--- config.mk ---
export PLATFORM = sky130hd
export DESIGN_NAME = demux_latch
export DESIGN_NICKNAME = d
export VERILOG_FILES = /design/src/rtl/demux_latch.sv
export SDC_FILE = /design/constraint.sdc
export NUM_CORES = 1
export LEC_CHECK = 0
export ABC_AREA = 1
export BUFFER_PORTS_ARGS = -buffer_cell sky130_fd_sc_hd__buf_2
export CAP_MARGIN = 20
export CORE_ASPECT_RATIO = 0.6
export CORE_MARGIN = 5
export CORE_UTILIZATION = 42
export CTS_CLUSTER_DIAMETER = 150
export CTS_CLUSTER_SIZE = 12
export DETAILED_ROUTE_END_ITERATION = 10
export PLACE_DENSITY = 0.6
export SYNTH_ARGS = -nofsm -noshare
export SYNTH_HDL_FRONTEND = slang
export SYNTH_SLANG_ARGS = --single-unit
--- constraint.sdc ---
create_clock -name clk -period 1.6 [get_ports clk]
set_clock_uncertainty 0.15 [all_clocks]
set_input_delay 0.08 -clock clk [delete_from_list [all_inputs] [get_ports clk]]
set_output_delay 0.08 -clock clk [all_outputs]
set_load 0.05 [all_outputs]
--- src/rtl/demux_latch.sv ---
// demux_latch: routes a synchronised switch word into one of NUM_LANES registered
// lanes, selected by a synchronised key, on each debounced push-button press.
module demux_latch #(
  parameter int unsigned NUM_LANES    = 4,
  parameter int unsigned SEL_W        = 2,
  parameter int unsigned DATA_W       = 2,
  parameter int unsigned DEBOUNCE_CYC = 4
) (
  input  logic                          clk,
  input  logic                          rst,
  input  logic                          strobe,
  input  logic                          clr,
  input  logic [SEL_W-1:0]              sel,
  input  logic [DATA_W-1:0]             din,
  output logic [NUM_LANES*DATA_W-1:0]   lane_out,
  output logic [NUM_LANES-1:0]          lane_vld,
  output logic                          wr_ack,
  output logic [7:0]                    wr_cnt
);

  localparam int unsigned CNT_W   = $clog2(DEBOUNCE_CYC + 1);
  localparam int unsigned WRCNT_W = 8;

  typedef enum logic {
    IDLE  = 1'b0,
    ARMED = 1'b1
  } state_t;

  // Two-flop synchroniser stages for all board inputs
  logic [1:0]        strobe_sync;
  logic [1:0]        clr_sync;
  logic [SEL_W-1:0]  sel_meta;
  logic [SEL_W-1:0]  sel_s;
  logic [DATA_W-1:0] din_meta;
  logic [DATA_W-1:0] din_s;

  logic strobe_s;
  logic clr_s;

  // Debounce state
  logic [CNT_W-1:0] deb_cnt;
  logic             deb;
  logic             deb_q;
  logic             wr_c;

  // FSM state
  state_t state_q;
  state_t state_d;
  logic   write_c;

  // Lane storage, packed so lane i sits at [i*DATA_W +: DATA_W]
  logic [NUM_LANES-1:0][DATA_W-1:0] lane_q;

  assign strobe_s = strobe_sync[1];
  assign clr_s    = clr_sync[1];
  assign lane_out = lane_q;

  // Synchronise asynchronous board inputs into the clk domain
  always_ff @(posedge clk or posedge rst) begin
    if (rst) begin
      strobe_sync <= '0;
      clr_sync    <= '0;
      sel_meta    <= '0;
      sel_s       <= '0;
      din_meta    <= '0;
      din_s       <= '0;
    end else begin
      strobe_sync <= {strobe_sync[0], strobe};
      clr_sync    <= {clr_sync[0], clr};
      sel_meta    <= sel;
      sel_s       <= sel_meta;
      din_meta    <= din;
      din_s       <= din_meta;
    end
  end

  // Debounce: deb follows the synced strobe only after DEBOUNCE_CYC stable cycles
  always_ff @(posedge clk or posedge rst) begin
    if (rst) begin
      deb_cnt <= '0;
      deb     <= 1'b0;
    end else if (strobe_s == deb) begin
      deb_cnt <= '0;
    end else if (deb_cnt == CNT_W'(DEBOUNCE_CYC - 1)) begin
      deb     <= strobe_s;
      deb_cnt <= '0;
    end else begin
      deb_cnt <= deb_cnt + CNT_W'(1);
    end
  end

  // Delayed debounced level for rising-edge detection
  always_ff @(posedge clk or posedge rst) begin
    if (rst) begin
      deb_q <= 1'b0;
    end else begin
      deb_q <= deb;
    end
  end

  assign wr_c = deb & ~deb_q;

  // FSM state register
  always_ff @(posedge clk or posedge rst) begin
    if (rst) begin
      state_q <= IDLE;
    end else begin
      state_q <= state_d;
    end
  end

  // Next state: one honoured write per press; ARMED waits for the button to be released
  always_comb begin
    state_d = state_q;
    write_c = 1'b0;
    unique case (state_q)
      IDLE: begin
        if (wr_c) begin
          state_d = ARMED;
          write_c = 1'b1;
        end
      end
      ARMED: begin
        if (!deb) begin
          state_d = IDLE;
        end
      end
      default: begin
        state_d = IDLE;
      end
    endcase
  end

  // Lane update; a synced clear wins over a same-cycle write and swallows it
  always_ff @(posedge clk or posedge rst) begin
    if (rst) begin
      lane_q   <= '0;
      lane_vld <= '0;
      wr_ack   <= 1'b0;
      wr_cnt   <= '0;
    end else begin
      wr_ack <= 1'b0;
      if (clr_s) begin
        lane_q   <= '0;
        lane_vld <= '0;
      end else if (write_c) begin
        lane_q[sel_s]   <= din_s;
        lane_vld[sel_s] <= 1'b1;
        wr_cnt          <= wr_cnt + WRCNT_W'(1);
        wr_ack          <= 1'b1;
      end
    end
  end

endmodule
==> results.md <==
- Yosys printed 0 warnings.
- In this run the remaining antenna-violating nets after routing total 0.
- The highest fanout seen on the critical path is 12.
- The global router's overall resource usage is 12.3%.
- Of the cells placed in the final design, the portion with a size suffix greater than 1 is 21.0%.
- The critical register-to-register path startpoint is state_q$_DFF_PP0_.
- The final period demand of the worst path is 1.42 ns.
- The worst voltage drop across the vdd grid is 0.00114 V.
- The peak clock frequency supported by timing is 0.706 GHz.
- The logic depth of the worst register-to-register path is 6.
- The clock sink count is 39.
- In the post-synthesis netlist, the cell with the most instances is nand2_1.
- The final hold violation count is 0.
- The total leakage power is 1.04 nW.
- The power density over the cells is 1450 mW/mm².
- For this run, the number of standard cells in the final layout without fillers is 240.
- The total wire length is 2720 µm.
- The HPWL after detailed placement is 2080 µm.
- The number of distinct standard cells referenced by the synthesized netlist is 18.
- By area the synthesized netlist is led by dfrtp_1, nand2_1, inv_1.
- The critical path goes through inv_1 > nand3_4 > nor2_4 > inv_1 > nand2_1 > o21ai_1.
- The final net count is 204.
- The synthesized design contains 0 enable-type register cells.
- The effective utilization at floorplan is 45.0%.
- The number of DRC violations after detailed-routing iteration 0 is 15.
- The final setup violation count is 0.
- The mean cell area of the mapped netlist is 9.95 µm².
- The repair_antennas step left the layout with diodes totalling 0.
- The flow ran to the end, and the final reports show no timing, DRC or antenna violations.
- The layout-stage area growth over the synthesis result is 24.2%.
- The critical path ends at wr_cnt[2]$_DFFE_PP0P_.
- For this run, asynchronously set or reset flops after synthesis account for 100%.
- At the pin with the least slew margin, the transition time is 0.461 ns.
- The accumulated negative setup slack is 0 ns.
- The startpoint of the most critical setup path is state_q$_DFF_PP0_.
- The die is 56.5 µm tall.
- The vias per cell is 4.38.
- The critical path in this run is classified as flip-flop to flip-flop.
- The number of slew-limit violations in the final report is 0.
- The initial antenna violation count is 0.
- Of the post-synthesis cell area, the dominant cell type holds 64.5%.
- Global routing finished with a remaining overflow of 0.
- The dominant synthesized flop cell is dfrtp_1.
- Sorting the synthesized cells by how often they occur yields nand2_1, dfrtp_1, inv_1.
- In this run the number of cells on the critical path is 6.
- The cell at the root of the clock tree is clkbuf_8.
- The number of clock buffers inserted by TritonCTS is 5.
- The floorplan step defined a core boundary enclosing 0.00336 mm².
- Setup repair after global routing left no endpoint under its margin.
- For the worst setup path, the data arrival time is 1.44 ns.
- For the worst setup path, the data required time is 1.62 ns.
- The critical path contains buffers and inverters numbering 2 combined.
- The worst-case register-to-register setup slack is 0.18 ns.
- Buffers placed on the I/O ports in this run total 28.
- The stage delay of the slowest cell on the critical path is 0.36 ns.
- The worst setup path is launched from a flip-flop.
- At the end of routability-driven placement, the weighted congestion stood at 0.781.
- The post-CTS setup repair buffer count is 0.
- The post-synthesis instance area is 0.00151 mm².
- The cell count after synthesis came out at 152.
- The clock passes through at most 2 buffers.
- The number of top-level pins is 29.
- The clock reaches the later pin of the worst-skew pair after 0.28 ns.
- dfrtp_1 takes more of the synthesized area than any other cell.
- In the routed design, unresolved DRC markers number 0.
- Once layout is complete, the utilization of the core stands at 55.9%.
- The TritonCTS clock tree is built.
- The number of cells in the design after placement is 225.
- The via count of the first global-routing pass is 1042.
- The path class of the lowest-slack min-delay path is primary input to asynchronous set/reset pin.
- Across the run, the number of max-cap violations was 0.
- The number of nets handed over by synthesis was 162.
- The slowest stage of the critical path belongs to the cell dfrtp_1.
- Entering global routing, the biggest net connects 19 pins.
- The length of the first detailed-routing pass in iterations is 4.
- The library cell appearing most often on the critical path is inv_1.
- After detailed routing, the average wire length per cell comes to 11.3 µm.
- The endpoint of the worst-slack reg-to-reg timing path is wr_cnt[2]$_DFFE_PP0P_.
- The floorplan has 16 rows.
- Clock-pin slew was measured on the worst setup and hold paths at 0.07 ns.
- The first-pass GRT wire length is 4690 µm.
- The number of gates given a new drive strength after cts is 0.
- The sequential share of the synthesized area is 64.5%.
- The worst pin sits at a relative slew slack of 69.2%.
- The die area is 0.00494 mm².
- The cell class contributing the biggest share of worst-path delay is simple AND/OR/NAND/NOR gates.
- In this run the number of H-tree levels came out at 2.
- The width of the chip is 87.5 µm.
- Synthesis inferred 39 register bits.
- The final critical path takes up 88.5% of the cycle.
- The type of destination of the critical path is a flip-flop.
- For this block, the via count after detailed routing is 1052.
- Buffers inserted to repair hold after CTS numbered 7.
## routing by layer
| metal | GRT usage [%] | part of all wire, % |
|---|---|---|
| met4 | 3.94 | 0.70 |
| met5 | 0 | 0 |
| met3 | 4.97 | 7.2 |
| met1 | 16.9 | 50 |
| met2 | 17.8 | 42 |
## per-stage QoR
| step | power, mW | hold slack, ns | cell area [µm²] | setup WS, ns |
|---|---|---|---|---|
| 6_report | 2.72 | 0.188 | 1880 | 0.184 |
| 5_1_grt | 2.89 | 0.213 | 1880 | 0.0316 |
| 3_5_place_dp | 2.03 | -0.0341 | 1710 | 0.178 |
| 3_3_place_gp | 2.01 | -0.0477 | 1710 | 0.249 |
| 4_1_cts | 2.76 | 0.197 | 1880 | 0.164 |
| 2_1_floorplan | 1.86 | -0.0386 | 1510 | 0.00464 |
## report_power, final
part	total [mW]	switching [mW]	leakage, nW	internal (mW)
Sequential	1.27	0.131	0.504	1.13
Combinational	0.747	0.535	0.481	0.212
Clock	0.706	0.313	0.0515	0.393
Total	2.72	0.979	1.04	1.74
## flip-flops by register name, indices dropped and copies added, names as in the netlist, 3 cells and up
signal    cells
wr_cnt        8
deb_cnt       3
lane_vld      4
lane_out      8
## kinds of logic after synthesis
kind of cell,synth area share [%]
xor gates and xnor gates,3.39
buffers and inverters,5.79
DFF,64.5
and+or+nand+nor,23.3
adders and majority gates,1.65
AOI/OAI and AO/OA,1.32
## cell usage in the layout (no fill, tap or decap)
cell type      count
nand2_1           47
dfrtp_1           38
buf_2             28
inv_1             19
nor2_1            18
clkbuf_8           7
dlygate4sd3_1      7
nand3_1            6
nand4_1            4
xnor2_1            4
nor3_1             2
a21oi_1            2
nand3b_1           2
ha_1               2
buf_4              2
nand3_4            1
nor2_4             1
o21ai_0            1
xor2_2             1
o21ai_1            1
clkbuf_1           1
dfrtp_2            1
## cell type report
| cell class | instances | area [µm²] |
|---|---|---|
| fillers | 326 | 1480 |
| flip-flops and latches | 39 | 977 |
| multi-input cells | 92 | 449 |
| repair buffers | 37 | 225 |
| clock buffers | 8 | 100 |
| inverters | 19 | 71.3 |
| well taps | 45 | 56.3 |
## worst min path at each step
stage                          startpoint  slack (ns)                  endpoint
finish                                rst        0.19     wr_cnt[4]$_DFFE_PP0P_
CTS                                   rst        0.20     clr_sync[0]$_DFF_PP0_
floorplan                             clr       -0.04     clr_sync[0]$_DFF_PP0_
global placement                      rst       -0.05  strobe_sync[0]$_DFF_PP0_
detailed placement                    rst       -0.03  strobe_sync[0]$_DFF_PP0_
global route        sel_meta[1]$_DFF_PP0_        0.21        sel_s[1]$_DFF_PP0_
## worst register-to-register path, delay by kind of cell, from the launching register on
| family | cells | cell delay (ns) |
|---|---|---|
| compound gates | 1 | 0.06 |
| buf+inv | 2 | 0.28 |
| simple gates | 3 | 0.46 |
| flops | 1 | 0.36 |
Power figures use the tool's default switching activity.
